===== src/rtl/debounce_pkg.sv =====
// Shared helpers for the debounce family: prescaler top-count derivation and a
// parameter guard that stops elaboration when a block is configured out of range.
`ifndef DEBOUNCE_PKG_SV
`define DEBOUNCE_PKG_SV

`define DEBOUNCE_RANGE_CHECK(label, cond) \
    if (!(cond)) begin : label \
        $fatal(1, "debounce: parameter out of range"); \
    end

package debounce_pkg;

    function automatic longint calc_top(input int simulate, input longint sim_cnt,
                                        input longint clk_hz, input longint deb_hz);
        if (simulate != 0) return sim_cnt;
        if (deb_hz <= 0) return -1;
        return (clk_hz / deb_hz) - 1;
    endfunction

    function automatic bit top_fits(input longint top, input int width);
        return (top >= 0) && ((width >= 63) || ((top >> width) == 0));
    endfunction

endpackage

`endif


===== src/rtl/debounce_prescaler.sv =====
// Free-running sample prescaler: counts 0..TOP while enabled and emits a
// registered one-cycle sample_tick in the cycle after the count reaches TOP.
module debounce_prescaler
    import debounce_pkg::*;
#(
    parameter int     CNTR_WIDTH = 32,
    parameter longint TOP        = 5
) (
    input  logic clk,
    input  logic reset_n,
    input  logic enable,
    output logic sample_tick
);

    `DEBOUNCE_RANGE_CHECK(g_chk_width, (CNTR_WIDTH >= 1) && (CNTR_WIDTH <= 64))
    `DEBOUNCE_RANGE_CHECK(g_chk_top, top_fits(TOP, CNTR_WIDTH))

    localparam logic [CNTR_WIDTH-1:0] TOP_CNT = CNTR_WIDTH'(TOP);

    logic [CNTR_WIDTH-1:0] count;
    logic                  at_top;

    assign at_top = (count == TOP_CNT);

    always_ff @(posedge clk or negedge reset_n) begin
        if (!reset_n) begin
            count       <= '0;
            sample_tick <= 1'b0;
        end else begin
            sample_tick <= enable && at_top;
            if (enable) begin
                count <= at_top ? '0 : count + CNTR_WIDTH'(1);
            end
        end
    end

endmodule


===== src/rtl/multi_debounce.sv =====
// N-channel debouncer: per-channel synchroniser, shift register sampled on a
// shared prescaled tick, registered level output and one-cycle rise/fall pulses.
module multi_debounce
    import debounce_pkg::*;
#(
    parameter int CLK_FREQUENCY_HZ       = 100000000,
    parameter int DEBOUNCE_FREQUENCY_HZ  = 250,
    parameter int CNTR_WIDTH             = 32,
    parameter int NUM_CHANNELS           = 8,
    parameter int SAMPLE_DEPTH           = 4,
    parameter int SYNC_STAGES            = 2,
    parameter int RESET_LEVEL            = 0,
    parameter int SIMULATE               = 0,
    parameter int SIMULATE_FREQUENCY_CNT = 5
) (
    input  logic                    clk,
    input  logic                    reset_n,
    input  logic                    enable,
    input  logic [NUM_CHANNELS-1:0] signal_in,
    output logic [NUM_CHANNELS-1:0] signal_out,
    output logic [NUM_CHANNELS-1:0] rise_pulse,
    output logic [NUM_CHANNELS-1:0] fall_pulse,
    output logic                    sample_tick
);

    `DEBOUNCE_RANGE_CHECK(g_chk_channels, NUM_CHANNELS >= 1)
    `DEBOUNCE_RANGE_CHECK(g_chk_depth, SAMPLE_DEPTH >= 2)
    `DEBOUNCE_RANGE_CHECK(g_chk_sync, SYNC_STAGES >= 2)
    `DEBOUNCE_RANGE_CHECK(g_chk_level, (RESET_LEVEL == 0) || (RESET_LEVEL == 1))
    `DEBOUNCE_RANGE_CHECK(g_chk_simcnt, SIMULATE_FREQUENCY_CNT >= 0)

    localparam longint TOP     = calc_top(SIMULATE, SIMULATE_FREQUENCY_CNT,
                                          CLK_FREQUENCY_HZ, DEBOUNCE_FREQUENCY_HZ);
    localparam logic   RST_BIT = (RESET_LEVEL != 0);

    debounce_prescaler #(
        .CNTR_WIDTH (CNTR_WIDTH),
        .TOP        (TOP)
    ) u_prescaler (
        .clk         (clk),
        .reset_n     (reset_n),
        .enable      (enable),
        .sample_tick (sample_tick)
    );

    for (genvar i = 0; i < NUM_CHANNELS; i++) begin : g_ch
        logic [SYNC_STAGES-1:0]  sync_p0;
        logic [SAMPLE_DEPTH-1:0] sr_p1;
        logic                    out_p2;
        logic                    rise_p2;
        logic                    fall_p2;
        logic                    sync_q;
        logic                    all_ones;
        logic                    all_zeros;

        assign sync_q    = sync_p0[SYNC_STAGES-1];
        assign all_ones  = &sr_p1;
        assign all_zeros = ~|sr_p1;

        // sync_p0 -> sr_p1 on tick -> out_p2 / pulses one cycle after sr turns uniform
        always_ff @(posedge clk or negedge reset_n) begin
            if (!reset_n) begin
                sync_p0 <= {SYNC_STAGES{RST_BIT}};
                sr_p1   <= {SAMPLE_DEPTH{RST_BIT}};
                out_p2  <= RST_BIT;
                rise_p2 <= 1'b0;
                fall_p2 <= 1'b0;
            end else begin
                sync_p0 <= {sync_p0[SYNC_STAGES-2:0], signal_in[i]};
                if (sample_tick) begin
                    sr_p1 <= {sr_p1[SAMPLE_DEPTH-2:0], sync_q};
                end
                rise_p2 <= all_ones & ~out_p2;
                fall_p2 <= all_zeros & out_p2;
                if (all_ones) begin
                    out_p2 <= 1'b1;
                end else if (all_zeros) begin
                    out_p2 <= 1'b0;
                end
            end
        end

        assign signal_out[i] = out_p2;
        assign rise_pulse[i] = rise_p2;
        assign fall_pulse[i] = fall_p2;
    end

endmodule


===== config.mk =====
export PLATFORM = sky130hd
export DESIGN_NAME = multi_debounce
export DESIGN_NICKNAME = d
export VERILOG_FILES = /design/src/rtl/debounce_pkg.sv /design/src/rtl/debounce_prescaler.sv /design/src/rtl/multi_debounce.sv
export SDC_FILE = /design/constraint.sdc
export NUM_CORES = 1
export LEC_CHECK = 0
export BUFFER_PORTS_ARGS = -buffer_cell sky130_fd_sc_hd__buf_2
export CAP_MARGIN = 20
export CORE_MARGIN = 2
export CORE_UTILIZATION = 50
export CTS_CLUSTER_SIZE = 12
export DETAILED_ROUTE_END_ITERATION = 10
export PLACE_DENSITY = 0.71
export RECOVER_POWER = 25
export SLEW_MARGIN = 25
export SYNTH_ARGS = -nofsm -noshare
export SYNTH_HDL_FRONTEND = slang
export SYNTH_SLANG_ARGS = --single-unit

===== constraint.sdc =====
create_clock -name clk -period 1.96 [get_ports clk]
set_clock_uncertainty 0.2 [all_clocks]
set_input_delay 0.098 -clock clk [delete_from_list [all_inputs] [get_ports clk]]
set_output_delay 0.098 -clock clk [all_outputs]
set_load 0.005 [all_outputs]

* After elaboration in Yosys (flattened, before gate mapping)
Index checks and enable logic that the tools add are counted.
Storage, ports and cells: register bits after elaboration 105, input bits 11, word-level logic and storage cells 118
Cells by class: equal/unequal tests 9, add/sub/neg operators 1, reductions and logical operators 25, bitwise logic cells 24, mux-type cells 17
Operators with widths (count):
- $add 32x1->32 const B | 1
- $eq 32x19->1 const B | 1
- $mux 32 | 1
- $reduce_and 4->1 | 8
- $reduce_or 4->1 | 8
- $and 1x1->1 | 16
- $mux 1 | 16
- $ne 2x2->1 const B | 8
- $logic_not 1->1 | 8
- $not 1->1 | 8
- $logic_and 1x1->1 | 1

* Depth between registers and ports, before layout
Gate-level depths: netlist of run 1.
depth after elaboration 3, mapped depth 6

* Hierarchy
A second synthesis of run 1 with hierarchy kept.
Unflattened totals: cells, all modules 352, area total of the unflattened synthesis 4575.6 sq um
By module, submodules not included:
- multi_debounce | area an instance 2850.2 sq um, seq. area each 1801.7 sq um, times used 1, cells an instance 188
- debounce_prescaler | area an instance 1725.4 sq um, seq. area each 825.8 sq um, times used 1, cells an instance 164

* Worst setup path before layout of run 1
No wires, ideal clock.
path type reg2reg, start register u_prescaler.count[21], end register u_prescaler.count[9], path buffers 1, arrival time 1559 ps, setup time 119 ps, slack 82 ps, stages on the path, launching flop included 6, clock period less this slack 1878 ps, cells stage by stage dfrtp_1 or4_4 nor4_4 and2_1 buf_6 nor2_2
On the way: longest elaborated chain between the ends 2
Ends and longest elaborated chain:
- start, declared | RTL line debounce_prescaler.sv:20 | logic [CNTR_WIDTH-1:0] count;
- start signal, assigned | RTL line debounce_prescaler.sv:32 | count <= at_top ? '0 : count + CNTR_WIDTH'(1);
- $eq 32x19->1 | RTL line debounce_prescaler.sv:23 | assign at_top = (count == TOP_CNT);
- $mux 32 | RTL line debounce_prescaler.sv:32
No other way between the ends. A chain may end at the register's enable or synchronous reset.

* Final worst setup path of run 1
start register u_prescaler.count[17], end register u_prescaler.count[17]
On the way: longest elaborated chain between the ends 2, elaborated cells between the ends (all ways) 3, classes of those cells add/sub: 1; eq/ne: 1; mux: 1
Ends and longest elaborated chain (RTL line):
- $add 32x1->32 / $eq 32x19->1 (equally long branches) | debounce_prescaler.sv:32, debounce_prescaler.sv:23
- $mux 32 (*) | debounce_prescaler.sv:32
Mark *: on every way between the ends. The rest lies on a longest branch, timed or not.

==> run_results.csv, run 1 <==
group,metric,value,unit
outcome,status,"completed",
power,p_leak,2.43,nW
routing,num_vias,2591,
global_routing,grt_pass1_vias,2489,
clock_tree,tritoncts,"done",
synthesis,netlist_area,4300,µm²
synthesis,synthFlopType,"dfrtp_1",
synthesis,synth_edf_count,0,
sta,max_freq,0.526,GHz
sta,rsz0062_at_grt,"true",
power,power_density,787,nW/µm²
synthesis,seq_area_frac_synth,61.1,%
layout,drive_above_1_share,33.3,%
critical_path,worst-path-max-fanout,8,
place,hpwlAfterDp,4.73,mm
routing,viasPerCell,5.17,
synthesis,synthCells,338,
sta,slew_headroom,27.5,%
synthesis,ys_types,36,
routing,wl_met3,269,µm
floorplanning,core-area,8260,µm²
routing,wl_met1,3.19,mm
synthesis,avgSynthCellArea,12.7,µm²
routing,drc,0,
global_routing,antenna_found_initial,0,
synthesis,synth-seq-cells,105,
place,dp_cells,467,
global_routing,grt_overflow,0,
synthesis,async_flop_share,100,%
place,portBuffers,35,
critical_path,cp_cell_sequence,"nand2_2 > or4_4 > nor4_4 > and2_4 > buf_12 > nor2_2",
clock_tree,h-tree-depth,3,
clock_tree,root_buffer,"clkbuf_8",
layout,diodes,0,
floorplanning,rows,33,
global_routing,grt_max_degree,44,
critical_path,timing.critical_path.buf_inv,1,
layout,fin_util,60.0,%
critical_path,required,2.02,ns
worst_hold_path,hp-class,"register to register",
critical_path,slowest_stage,"or4_4",
layout,nNetsFinal,403,
sta,min_period_over_period,97.0,%
sta,tightest_slew,1.09,ns
sta,finalHoldViolations,0,
clock_tree,clk_path_buf_depth,2,
floorplanning,dieWidth,96.7,µm
power,vdd_ir_drop_max,0.550,mV
synthesis,yosys_warnings,0,
clock_tree,clk_pin_slew_worst_paths,0.10,ns
sta,layout_min_cycle_time,1.90,ns
critical_path,cp-start-kind,"register",
routing,drtAntennaViolNets,0,
routing,topRoutingLayerUsed,"met4",
critical_path,endpoint_kind,"register",
job,cap_violations,0,
synthesis,synth.most_common_cell,"dfrtp_1",
layout,final-instance-count-excl-fill,501,
clock_tree,cts_sinks,105,
routing,drt_iter0_markers,107,
routing,wl,6.82,mm
power,total_power,3.90,mW
routing,avgRoutedWirePerCell,13.6,µm
layout,syn2layout_area_growth,15.3,%
routing,dr.pass1.iters,4,
critical_path,arrival,1.96,ns
critical_path,crit_type,"register to register",
synthesis,yosysTopAreaCell,"dfrtp_1",
global_routing,track_usage,15.2,%
synthesis,syn-num-nets,350,
floorplanning,io_pins,36,
critical_path,critPathMaxStageDelay,0.49,ns
routing,wl_met2,3.31,mm
sta,fin_hold_ws,0.154,ns
synthesis,synth_common_cells,"105 x dfrtp_1, 33 x mux2_2, 24 x buf_4, 19 x nand3_1, 17 x xnor2_1",
synthesis,synth.top_cell.area_share,61.1,%
floorplanning,start_util,52.0,%
layout,design_area,4960,µm²
layout,fillers,665,
floorplanning,die_area,9350,µm²
clock_tree,clk_latency,0.37,ns
clock_tree,numCtsBuffers,9,
global_routing,grt_pass1_wl,11.6,mm
critical_path,critPathTopFamily,"simple AND/OR/NAND/NOR gates",
place,place_area,4580,µm²
place,place.gp.congestion,0.829,
synthesis,synthTopCellsByArea,"dfrtp_1 61%, mux2_2 8.6%, buf_4 4.2%",
sta,setup_viol,0,
floorplanning,die_h,96.7,µm
sta,slew_violations,0,
## logic make-up (layout without fill, tap and decap cells)
logic type / after synthesis / in the layout / share of synthesized area [%]
and+or+nand+nor: 111 / 111 / 15.7
DFF: 105 / 105 / 61.1
buffers and inverters: 40 / 98 / 6.00
muxes: 33 / 33 / 8.65
xor gates and xnor gates: 29 / 29 / 5.91
AOI/OAI and AO/OA: 19 / 19 / 2.30
adders and majority gates: 1 / 1 / 0.291
## cell usage in the layout, fill, tap and decap left out, types with 7 or more instances in the layout
cell type      synthesis  layout
nor2_1                 8       8
dlygate4sd3_1          0      10
nand3_1               19      19
nor3_1                10      10
xor2_1                12      12
a21oi_1               16      16
nand4_1               10      10
mux2_2                33      33
buf_2                  0      34
or3_1                  8       8
xnor2_1               17      17
clkbuf_8               1       9
nand2_1               13      13
nor3b_1                8       8
dfrtp_1              105     101
buf_4                 24      23
inv_1                 10      10
nor2_2                 7       7
## metal layers
metal  global-route usage, %  up-vias
li1                        -     1251
met1                    20.8     1289
met2                    24.2       46
met3                    4.48        5
met4                    3.58        0
met5                       0        -
## metrics by stage
stage / setup slack (ns) / setup TNS, ns
CTS: 0.0271 / 0
finish: 0.0586 / 0
floorplan: 0.0820 / 0
global placement: 0.0654 / 0
global route: -0.00956 / -0.0538
detailed placement: -0.00262 / -0.00268
## where the power goes
group / switching (mW) / total (mW) / leakage (nW) / internal, mW
Combinational: 0.146 / 0.266 / 0.914 / 0.120
Sequential: 0.0790 / 2.32 / 1.41 / 2.24
Clock: 0.803 / 1.32 / 0.101 / 0.512
Total: 1.03 / 3.90 / 2.43 / 2.87
## cell type report
type | count | area (µm²) | share of cell area [%]
Multi-Input combinational cell | 193 | 1420 | 28.7
Clock buffer | 9 | 124 | 2.50
Inverter | 10 | 37.5 | 0.757
Tap cell | 105 | 131 | 2.65
Clock inverter | 7 | 82.6 | 1.67
Sequential cell | 105 | 2630 | 53.1
Timing Repair Buffer | 72 | 528 | 10.7
## path summary, 6_finish.rpt
path,from,endpoint,slack (ns),cells past startpoint
worst max register to register,u_prescaler.count[17],u_prescaler.count[17],0.06,6
worst max-delay path,u_prescaler.count[17],u_prescaler.count[17],0.06,6
worst min-delay path,g_ch[6].sync_p0[0],g_ch[6].sync_p0[1],0.15,0
min in group asynchronous,reset_n,g_ch[3].fall_p2,0.26,2
worst min register to register,g_ch[6].sync_p0[0],g_ch[6].sync_p0[1],0.15,0
max in group asynchronous,reset_n,g_ch[4].rise_p2,0.54,3
## state kept, by name, summed over array words and instances (netlist names)
| register | flops |
|---|---|
| g_ch.out_p2 | 8 |
| u_prescaler.sample_tick | 1 |
| g_ch.fall_p2 | 8 |
| g_ch.sync_p0 | 16 |
| g_ch.rise_p2 | 8 |
| u_prescaler.count | 32 |
| g_ch.sr_p1 | 32 |
## repair_timing
action                                  4_1_cts  5_1_grt
endpoints found under the setup margin        7       13
hold buffers                                 10        0
hold endpoints to repair                    117        0
pin swaps                                     0        4
resized for setup                             1        5
buffers inserted                              0        8
Note: power is estimated with default switching activity, not from simulation.
==> run 2, diff against run 1 <==
PLACE_DENSITY = 0.69   (was 0.71)
clock period = 2 ns   (was 1.96 ns; I/O delays follow)
==> run 2 against run 1 <==
Compared with the run above:
- power decreased by 5.7%
- clock power fell by 11%
- die area unchanged
- flip-flop and latch count did not move
- combinational power fell by 9.4%
- sequential power fell by 2%
- cell area fell by 1.9%
- wire length hardly changed
- first-iteration DRC count down 17%
- critical path depth decreased by 1
- worst hold slack got worse by 0.0044 ns
- sequential share of layout area increased by 0.94 points
==> run_results.csv, run 2 (same netlist as run 1, synthesis figures left out) <==
group,metric,value,unit
routing,viasPerCell,5.16,
sta,tightest_slew,0.877,ns
sta,setup_viol,0,
place,dpl_worst_slack,0.0720,ns
power,power_density,757,nW/µm²
layout,reg_top3,"g_ch.sr_p1 (32), u_prescaler.count (32), g_ch.sync_p0 (16)",
floorplanning,die_h,96.7,µm
sta,layout_min_cycle_time,1.95,ns
sta,tns,0,ns
sta,max_freq,0.513,GHz
floorplanning,core-area,8260,µm²
clock_tree,tritoncts,"done",
place,dp_cells,468,
layout,design_area,4860,µm²
clock_tree,numCtsBuffers,9,
place,place_area,4550,µm²
sta,slew_headroom,41.5,%
global_routing,met3_usage,3.18,%
floorplanning,start_util,52.0,%
power,vdd_ir_drop_max,0.414,mV
place,hpwlAfterDp,4.62,mm
floorplanning,rows,33,
floorplanning,die_area,9350,µm²
place,portBuffers,35,
critical_path,slowest_stage,"or4_4",
layout,final-instance-count-excl-fill,496,
global_routing,antenna_found_initial,0,
power,p_leak,2.38,nW
global_routing,grt_pass1_vias,2563,
critical_path,timing.critical_path.buf_inv,1,
outcome,status,"completed",
routing,avgRoutedWirePerCell,13.7,µm
power,total_power,3.68,mW
critical_path,cp-start-kind,"register",
global_routing,track_usage,15.3,%
layout,drive_above_1_share,31.2,%
critical_path,required,2.04,ns
layout,multi_input_area,1440,µm²
layout,final_common_cell,"dfrtp_1",
worst_hold_path,hp-class,"register to register",
sta,rsz0062_at_grt,"true",
clock_tree,clk_latency,0.35,ns
layout,fin_util,58.9,%
layout,fillers,700,
job,cap_violations,0,
critical_path,arrival,2.00,ns
sta,min_period_over_period,97.5,%
sta,fin_ws,0.0491,ns
critical_path,crit_type,"register to register",
layout,regArea,2630,µm²
global_routing,grt_max_degree,46,
clock_tree,clk_pin_slew_worst_paths,0.10,ns
layout,final_cell_mix,"105 x dfrtp_1, 34 x buf_2, 33 x mux2_2",
clock_tree,h-tree-depth,3,
floorplanning,io_pins,36,
critical_path,worst-path-max-fanout,5,
routing,wl,6.82,mm
critical_path,critPathMaxStageDelay,0.55,ns
global_routing,use_met1,21.0,%
critical_path,critPathTopFamily,"simple AND/OR/NAND/NOR gates",
clock_tree,root_buffer,"clkbuf_8",
layout,syn2layout_area_growth,13.1,%
critical_path,endpoint_kind,"register",
global_routing,grt_busiest_layer,"met2",
sta,slew_violations,0,
routing,drtAntennaViolNets,0,
routing,drt_iter0_markers,89,
critical_path,cp_cell_sequence,"or4_4 > nor4_4 > and2_4 > buf_8 > nor2_4",
clock_tree,clk_path_buf_depth,2,
sta,fin_hold_ws,0.150,ns
global_routing,grt_overflow,0,
layout,nNetsFinal,398,
routing,num_vias,2559,
routing,drc,0,
clock_tree,cts_sinks,105,
floorplanning,dieWidth,96.7,µm
place,place.gp.congestion,0.852,
global_routing,use_met2,24.7,%
layout,diodes,0,
global_routing,grt_pass1_wl,11.8,mm
sta,finalHoldViolations,0,
routing,dr.pass1.iters,4,
==> run 2: repair_timing <==
item / CTS / global route
resized for setup: 0 / 7
hold buffers: 10 / 0
endpoints found under the hold margin: 117 / 0
setup buffers: 0 / 2
endpoints found under the setup margin: 0 / 10
==> run 2: final timing paths <==
path	startpoint	endpoint	slack (ns)	cells past startpoint
setup reg to reg	u_prescaler.count[19]	u_prescaler.count[17]	0.05	5
max in group asynchronous	reset_n	u_prescaler.count[25]	0.56	3
hold / removal	g_ch[5].sync_p0[0]	g_ch[5].sync_p0[1]	0.15	0
hold reg to reg	g_ch[5].sync_p0[0]	g_ch[5].sync_p0[1]	0.15	0
setup / recovery	u_prescaler.count[19]	u_prescaler.count[17]	0.05	5
min in group asynchronous	reset_n	g_ch[3].fall_p2	0.18	2
==> run 2: final cells by class <==
cell class / instances / share of cell area, %
multi-input cells: 193 / 29.6
inverters: 10 / 0.772
clock inverters: 5 / 0.798
well taps: 105 / 2.70
repair buffers: 67 / 9.42
clock buffers: 11 / 2.70
flip-flops and latches: 105 / 54.0
==> run 2: metal layers <==
metal	vias up	wire length, µm
li1	1244	-
met1	1267	3260
met2	39	3280
met3	9	197
met4	0	79
met5	-	0
==> run 2: power breakdown <==
part | leakage [nW] | internal (mW) | switching [mW]
Combinational | 0.877 | 0.104 | 0.138
Clock | 0.0847 | 0.466 | 0.708
Sequential | 1.42 | 2.19 | 0.0739
==> run 2: worst register-to-register path, delay by kind of cell, from the launching register on <==
family,cells,cell delay [ns]
buf+inv,1,0.13
flops,1,0.44
simple gates,4,1.08
